`src/rtl/rr_grant_indexer.sv`:
```
// rr_grant_indexer
//   Round-robin arbiter over 2**N requesters. It produces a registered binary
//   grant index that drives an N:2**N one-hot decoder, and a valid flag that
//   gates the decoder output at the consumer. A grant is held until the owner
//   pulses done or drops its request. After every release there is at least
//   one idle cycle before the next grant.
//
// Ports
//   clk        system clock, rising edge
//   rst        asynchronous reset, active high
//   req        request vector, bit i = requester i
//   done       single-cycle pulse from the current owner ending its grant
//   gnt_idx    binary index of the current owner (decoder select)
//   gnt_valid  high while gnt_idx names a live grant
//   ptr        current priority pointer (visibility)
module rr_grant_indexer #(
    parameter int N = 3
) (
    input  logic            clk,
    input  logic            rst,
    input  logic [2**N-1:0] req,
    input  logic            done,
    output logic [N-1:0]    gnt_idx,
    output logic            gnt_valid,
    output logic [N-1:0]    ptr
);
    localparam int M = 2**N;

    typedef enum logic {S_IDLE, S_GRANT} state_t;

    state_t       r_state;
    logic [N-1:0] r_gnt_idx;
    logic [N-1:0] r_ptr;
    logic         r_gnt_valid;

    logic [M-1:0] w_rot;
    logic [N-1:0] w_off;
    logic [N-1:0] w_winner;
    logic         w_any;
    logic         w_release;

    // Rotate req so that bit 0 of w_rot is the requester named by ptr.
    // The N-bit index sum wraps naturally modulo 2**N.
    always_comb begin
        w_rot = '0;
        for (int i = 0; i < M; i++) begin
            w_rot[i] = req[r_ptr + N'(i)];
        end
    end

    // Lowest set bit of the rotated vector is the nearest requester at or
    // after ptr. Scanning from the top lets the lowest hit win.
    always_comb begin
        w_off = '0;
        for (int i = M - 1; i >= 0; i--) begin
            if (w_rot[i]) w_off = N'(i);
        end
    end

    assign w_winner  = r_ptr + w_off;
    assign w_any     = |req;
    // done and the owner's request dropping together is one release.
    assign w_release = done || !req[r_gnt_idx];

    always_ff @(posedge clk or posedge rst) begin
        if (rst) begin
            r_state     <= S_IDLE;
            r_gnt_idx   <= '0;
            r_gnt_valid <= 1'b0;
            r_ptr       <= '0;
        end else begin
            case (r_state)
                S_IDLE: begin
                    // Always entered for at least one cycle after a release,
                    // which gives the consumer its gap between grants.
                    if (w_any) begin
                        r_state     <= S_GRANT;
                        r_gnt_idx   <= w_winner;
                        r_gnt_valid <= 1'b1;
                    end
                end
                S_GRANT: begin
                    if (w_release) begin
                        r_state     <= S_IDLE;
                        r_gnt_valid <= 1'b0;
                        r_ptr       <= r_gnt_idx + N'(1);
                    end
                end
                default: begin
                    r_state     <= S_IDLE;
                    r_gnt_valid <= 1'b0;
                end
            endcase
        end
    end

    assign gnt_idx   = r_gnt_idx;
    assign gnt_valid = r_gnt_valid;
    assign ptr       = r_ptr;

endmodule

```
`config.mk`:
```
export PLATFORM = sky130hd
export DESIGN_NAME = rr_grant_indexer
export DESIGN_NICKNAME = d
export VERILOG_FILES = /design/src/rtl/rr_grant_indexer.sv
export SDC_FILE = /design/constraint.sdc
export NUM_CORES = 1
export LEC_CHECK = 0
export CAP_MARGIN = 40
export CORE_UTILIZATION = 30
export CTS_BUF_LIST = sky130_fd_sc_hd__clkbuf_8
export CTS_CLUSTER_DIAMETER = 100
export DETAILED_ROUTE_END_ITERATION = 16
export MAX_ROUTING_LAYER = met4
export PLACE_DENSITY_LB_ADDON = 0.15
export SYNTH_ARGS = -nofsm -noshare
export SYNTH_HDL_FRONTEND = slang
export SYNTH_SLANG_ARGS = --single-unit
```
`constraint.sdc`:
```
create_clock -name clk -period 4.26 [get_ports clk]
set_clock_uncertainty 0.15 [all_clocks]
set_input_delay 0.852 -clock clk [delete_from_list [all_inputs] [get_ports clk]]
set_output_delay 0.852 -clock clk [all_outputs]
set_load 0.02 [all_outputs]
```
# Word-level counts from Yosys, hierarchy flattened
# Cells that the tools add are included.
# W data, S select, Z words.
[word_totals] register_bits=8 in_bits=11 out_inout_bits=7 elab_cells=63
[classes] add_sub_neg=9 order_cmp=9 eq_ne=2 n_mux=32 bitwise=1 n_reduce_logical=6
[op_table] op="$lt A3 B4 Y1 const B" n=9
[op_table] op="$bmux W1 S3" n=9
[op_table] op="$mux W3" n=8
[op_table] op="$mux W1" n=13
[op_table] op="$add A3 B3 Y3 const B" n=4
[op_table] op="$reduce_or A8 Y1" n=1
[op_table] op="$add A3 B1 Y3 const B" n=2
[op_table] op="$add A3 B2 Y3 const B" n=2
[op_table] op="$reduce_and A2 Y1" n=3
[op_table] op="$pmux W1 S2" n=2
[op_table] op="$add A3 B3 Y3" n=1
[op_table] op="$ne A2 B1 Y1 const B" n=1
[op_table] op="$ne A2 B2 Y1 const B" n=1
[op_table] op="$logic_not A1 Y1" n=1
[op_table] op="$logic_or A1 B1 Y1" n=1
[op_table] op="$not A1 Y1" n=1

# Depth between registers and ports, before layout
# Gate-level depths: netlist of run 1.
[depth] depth_word=12 ltp_mapped=17 depth_no_buf=15

# Worst setup path before layout of run 1
# No wires, ideal clock.
[synth_path] path_type="register to register" start="reg r_ptr[0], in the netlist ptr[0]" end="reg r_gnt_idx[2], in the netlist gnt_idx[2]" setup_time_ps=80 arrival_ps=3088 setup_slack_ps=943 path_stages_with_launch=16 n_path_buf=2 period_less_slack_ps=3317 path_cell_list="dfrtp_1 -> buf_6 -> inv_2 -> ha_1 -> buf_4 -> mux4_2 -> mux2i_1 -> o21bai_1 -> a211oi_1 -> nor2_1 -> a21oi_1 -> ha_1 -> inv_1 -> fa_1 -> o311a_1 -> o22ai_2"
[synth_via] elab_chain_len=12 word_cells_on_any_way=32 classes_between="add/sub (8); mux (24)"
[synth_rtl] element="from (decl)" line_no="33" text="logic [N-1:0] r_ptr;"
[synth_rtl] element="from (signal assigned)" line_no="86" text="r_ptr <= r_gnt_idx + N'(1);"
[synth_rtl] element="$add A3 B3 Y3" line_no="47" text="w_rot[i] = req[r_ptr + N'(i)];"
[synth_rtl] element="$bmux W1 S3" line_no="47"
[synth_rtl] element="$mux W1 (implied by the code)" line_no="47"
[synth_rtl] element="$mux W3 (8 in series)" line_no="56" text="if (w_rot[i]) w_off = N'(i);"
[synth_rtl] element="$add A3 B3 Y3 *" line_no="60" text="assign w_winner = r_ptr + w_off;"
[synth_rtl] element="to (signal assigned)" line_no="78" text="r_gnt_idx <= w_winner;"
[synth_rtl] element="to (decl)" line_no="32" text="logic [N-1:0] r_gnt_idx;"
# Mark *: on every way between the ends. The rest lies on a longest branch, timed or not. The select of a mux whose other input is x is not followed.
# A chain may end at the register's enable or synchronous reset.

# Worst setup path in the final report of run 1
[layout_path] start="in req[7]" end="reg r_gnt_idx[2], in the netlist gnt_idx[2]"
[layout_via] elab_chain_len=11 word_cells_on_any_way=27 classes_between="add/sub (1); mux (24); reduce/logical (2)"
[layout_rtl] element="from (decl)" line_no="21" text="input logic [2**N-1:0] req,"
[layout_rtl] element="$bmux W1 S3" line_no="47"
[layout_rtl] element="$mux W1 (implied by the code)" line_no="47"
[layout_rtl] element="$mux W3 (8 in series)" line_no="56"
[layout_rtl] element="$add A3 B3 Y3" line_no="60"
# Several ways; a longest one is shown, not always the timed one. The select of a mux whose other input is x is not followed.

==> results_dict.tcl, run 1 <==
set metrics [dict create \
    dieArea_mm2 0.00387 \
    grt_max_degree 20 \
    drive_above_1_share 0.191 \
    critical_path_class "in2reg" \
    rsz0062_at_grt "false" \
    synthTopCellsByCount "mux2i_1 (12), nor2_1 (9), dfrtp_1 (8)" \
    synth_top_area_frac 0.184 \
    vias_per_cell 5.41 \
    hp-class "reg2reg" \
    synth-edff-count 0 \
    utilization 0.390 \
    detail_route.wl_per_cell_um 15.7 \
    cp-end-kind "flip-flop" \
    netlist-cell-type-count 37 \
    clk_path_buf_depth 2 \
    start_kind "input pin" \
    ios 18 \
    cp-startpoint "req[7]" \
    yosysMostFrequentCell "mux2i_1" \
    first_pass_iters 4 \
    seq_area_frac_synth 0.184 \
    required_ps 4260 \
    portBuffers 17 \
    status "completed" \
    post_cts_resized 0 \
    grt_pass1_vias 906 \
    crit_arrival_ps 3860 \
    antenna_left 0 \
    setup_viol 0 \
    grt_pass1_wl_mm 4.35 \
    yosys.area.top_type "dfrtp_1" \
    dpl-instance-area_mm2 0.00129 \
    cts_hold_buffers 0 \
    core_mm2 0.00342 \
    cts-root-buf "clkbuf_8" \
    reg2reg_from "ptr[0]" \
    gp_congestion 0.771 \
    tightest_slew_ps 628 \
    clock-sinks 8 \
    grtUsageTotal 0.147 \
    cts_tree "done" \
    synth_area_mm2 0.00109 \
    die_width_um 62.2 \
    synth_ff_type "dfrtp_1" \
    crit_fanout 7 \
    rows 21 \
    syn_area_per_cell_um2 11.1 \
    routed_wl_mm 2.54 \
    syn_inst 98 \
    cts_buffers 3 \
    cap_violations 0 \
    hold_viol 0 \
    hp-start "gnt_valid" \
    period_share 0.907 \
    initial_core_util 0.319 \
    postCtsSetupBuffers 0 \
    grt_remaining_overflow 0 \
    antenna_found_initial 0 \
    nets 133 \
    drt_iter0_markers 15 \
    max_freq_ghz 0.259 \
    synth_area_leaders "dfrtp_1 (18%), mux4_2 (14%), mux4_1 (12%), mux2i_1 (11%), ha_1 (4.6%)" \
    drcViolationCount 0 \
    place.detailed.hpwl_mm 1.92 \
    async_flop_share 1.00 \
    synth_seq_cells 8 \
    clk_pin_slew_ps 40 \
    finalMaxSlewViolations 0 \
    ctsHtreeMaxLevel 1 \
    fin_setup_tns_ps 0 \
    power_density_mw_per_mm2 963 \
    yosysWarnings 0 \
    area_growth_pct 22.4 \
    syn-num-nets 114 \
    clock_latency_ps 230 \
    fp.dieH_um 62.2 \
    cellLeakagePower_nw 0.544 \
    fin_area_mm2 0.00133 \
    antennaDiodeCount 0 \
    ir_drop_uv 407 \
    period_needed_ps 3860 \
    num_vias 871 \
    relSlewSlack 0.582 \
]
-- final cells by class --
type,count,area (µm²)
inverter,5,18.8
fill,370,2080
clock buffer,3,41.3
timing repair buffer,19,185
sequential,8,200
tap,46,57.6
multi-input combinational,80,830
-- metrics by stage --
stage	std cells	total power [W]	hold slack [ps]	worst slack, ps
finish	161	0.00128	347	398
global route	161	0.00140	375	327
CTS	161	0.00129	354	424
detailed placement	158	0.00119	333	209
global placement	158	0.00117	332	204
floorplan	98	0.000982	333	943
-- logic make-up after synthesis --
family | synth area share
multiplexers | 0.424
AND/OR/NAND/NOR | 0.116
AO/OA/AOI/OAI | 0.117
buffers and inverters | 0.0540
adder cells (fa/ha/maj) | 0.0644
flip-flops | 0.184
XOR/XNOR | 0.0402
-- path summary, 6_finish.rpt --
path                                    to  slack (ps)  cells past startpoint
max in group asynchronous       gnt_idx[0]        3010                      2
worst max register to register  gnt_idx[2]         940                     13
min in group asynchronous        gnt_valid         720                      2
worst max-delay path            gnt_idx[2]         400                     12
worst min-delay path             gnt_valid         350                      1
worst min register to register   gnt_valid         350                      1
-- critical path: stages --
cell	delay (ps)
clkdlybuf4s50_1	530
mux4_1	550
nor2_1	220
o21bai_1	100
a211oi_1	200
nor2_1	60
a21oi_1	190
ha_1	180
inv_1	50
fa_1	420
o311a_1	370
o22ai_2	140
-- flip-flops by register name, indices dropped and copies added (netlist names) --
signal,count
gnt_idx,3
gnt_valid,1
ptr,3
r_state,1
-- cell usage in the layout, fill, tap and decap left out, types with 4 or more instances in the layout --
cell type,netlist,layout
mux4_1,5,5
mux2i_1,12,12
mux4_2,7,7
nand2_1,6,6
nor2_1,9,9
dfrtp_1,8,8
inv_1,4,4
clkdlybuf4s50_1,0,17
ha_1,4,4
-- per-layer routing --
layer	GRT usage	routed length (µm)
met5	-	0
met4	0.00872	0
met3	0.0331	64
met2	0.251	1280
met1	0.185	1190
-- report_power, final --
part           switching [W]  leakage [nW]  internal [W]
combinational       0.000487         0.428      0.000520
clock              0.0000301        0.0216     0.0000613
sequential         0.0000654        0.0943      0.000119
total               0.000582         0.544      0.000700
Power figures use the tool's default switching activity.
==> run 2: changes to the inputs <==
--- a/config.mk
+++ b/config.mk
@@ -10,8 +10,11 @@
 export CTS_BUF_LIST = sky130_fd_sc_hd__clkbuf_8
 export CTS_CLUSTER_DIAMETER = 100
 export DETAILED_ROUTE_END_ITERATION = 16
+export GPL_ROUTABILITY_DRIVEN = 0
+export HOLD_SLACK_MARGIN = 0.1
 export MAX_ROUTING_LAYER = met4
 export PLACE_DENSITY_LB_ADDON = 0.15
+export SKIP_LAST_GASP = 1
 export SYNTH_ARGS = -nofsm -noshare
 export SYNTH_HDL_FRONTEND = slang
 export SYNTH_SLANG_ARGS = --single-unit
==> results of run 2 <==
Final layout, timing and power as in run 1 (identical DEF).
==> run 3: changes to the inputs <==
--- a/config.mk
+++ b/config.mk
@@ -6,6 +6,7 @@
 export NUM_CORES = 1
 export LEC_CHECK = 0
 export CAP_MARGIN = 40
+export CORE_MARGIN = 3
 export CORE_UTILIZATION = 30
 export CTS_BUF_LIST = sky130_fd_sc_hd__clkbuf_8
 export CTS_CLUSTER_DIAMETER = 100
==> run 3 against run 2 <==
Compared with the run above: maximum frequency grew 2.9%; clock-buffer cell count unchanged; register-to-register slack improved by 110 ps; setup slack improved by 110 ps; sequential power hardly changed; via count is 1.1% lower.
==> results_dict.tcl, run 3 (same netlist as run 1, synthesis figures left out) <==
set metrics [dict create \
    hold_viol 0 \
    drive_above_1_share 0.191 \
    rrSetupSlack_ps 1050 \
    grt_pass1_vias 844 \
    clock_latency_ps 220 \
    grt_pass1_wl_mm 4.20 \
    finalWorstSetupSlack_ps 506 \
    grtUsageTotal 0.127 \
    grt_remaining_overflow 0 \
    drt_iter0_markers 17 \
    power_density_mw_per_mm2 969 \
    core_mm2 0.00342 \
    clock-sinks 8 \
    rr_endpoint "gnt_idx[2]" \
    cts-root-buf "clkbuf_8" \
    hold-path-endpoint "gnt_valid" \
    grt_max_degree 20 \
    antenna_found_initial 0 \
    cp-end-kind "flip-flop" \
    first_pass_iters 4 \
    max_freq_ghz 0.266 \
    utilization 0.390 \
    hp-start "gnt_valid" \
    rr_worst_depth 11 \
    crit_arrival_ps 3750 \
    place.detailed.hpwl_mm 1.98 \
    dieArea_mm2 0.00439 \
    hp-class "reg2reg" \
    cts_tree "done" \
    start_kind "input pin" \
    ios 18 \
    vias_per_cell 5.35 \
    routed_wl_mm 2.58 \
    final_common_cell "clkdlybuf4s50_1" \
    nets 133 \
    cts_buffers 3 \
    finalMaxSlewViolations 0 \
    antenna_left 0 \
    drcViolationCount 0 \
    initial_core_util 0.319 \
    portBuffers 17 \
    cts_hold_buffers 0 \
    postCtsSetupBuffers 0 \
    detail_route.wl_per_cell_um 16.0 \
    final_cells 161 \
    reg2reg_from "ptr[2]" \
    num_vias 861 \
    period_needed_ps 3750 \
    clk_pin_slew_ps 40 \
    ctsHtreeMaxLevel 1 \
    mostFrequentLayoutCells "clkdlybuf4s50_1 (17), mux2i_1 (12), nor2_1 (9)" \
    clk_path_buf_depth 2 \
    required_ps 4260 \
    area_growth_pct 22.4 \
    relSlewSlack 0.564 \
    ir_drop_uv 355 \
    cap_violations 0 \
    antennaDiodeCount 0 \
    cellLeakagePower_nw 0.544 \
    rows 21 \
    crit_fanout 7 \
    critical_path_class "in2reg" \
    status "completed" \
    post_cts_resized 0 \
    rsz0062_at_grt "false" \
    die_width_um 66.2 \
    tightest_slew_ps 655 \
    period_share 0.881 \
    fp.dieH_um 66.2 \
    whs_path_depth 1 \
    dp.cells 158 \
    fin_setup_tns_ps 0 \
    setup_viol 0 \
    pre_cts_ws_ps 274 \
]
-- run 3: cell counts in the layout (fill, tap and decap cells not counted) --
Identical to the previous run, type by type.
-- run 3: worst max-delay path by stage --
stage	from	end	slack (ps)	cells after the start
finish	req[7]	gnt_idx[2]	510	12
global route	req[7]	gnt_idx[2]	300	14
CTS	req[7]	gnt_idx[2]	530	12
detailed placement	req[7]	gnt_idx[2]	270	12
global placement	req[7]	gnt_idx[2]	300	12
floorplan	ptr[0]	gnt_idx[2]	940	15
-- run 3: area by class of cell --
class	instances	area, µm²
clock buffer	3	41.3
fill	347	2080
inverter	5	18.8
multi-input combinational	80	830
sequential	8	200
tap	46	57.6
timing repair buffer	19	185
-- run 3: stage by stage --
step	instance area [µm²]	hold slack, ps	power [W]
finish	1330	346	0.00129
global route	1330	385	0.00140
CTS	1330	347	0.00130
detailed placement	1290	333	0.00120
global placement	1290	335	0.00120
floorplan	1090	333	0.000982
-- run 3: metal layers --
layer  up-vias  track usage  part of all wire
met5         -            -                 0
met2        15        0.186              0.50
li1        413            -                 -
met3         4       0.0153             0.017
met4         0       0.0558             0.014
met1       429        0.175              0.47
-- run 3: worst max-delay path, cell delays in order --
cell and delay [ps]:
clkdlybuf4s50_1 520, mux4_1 560, nor2_1 250, o21bai_1 90, a211oi_1 190, nor2_1 60
a21oi_1 120, ha_1 150, inv_1 40, fa_1 410, o311a_1 360, o22ai_2 140
-- run 3: power breakdown --
part           total [W]  internal [W]  switching [W]  leakage (nW)
clock          0.0000879     0.0000610      0.0000269        0.0216
combinational    0.00102      0.000523       0.000494         0.428
sequential      0.000186      0.000119      0.0000673        0.0943
total            0.00129      0.000703       0.000588         0.544
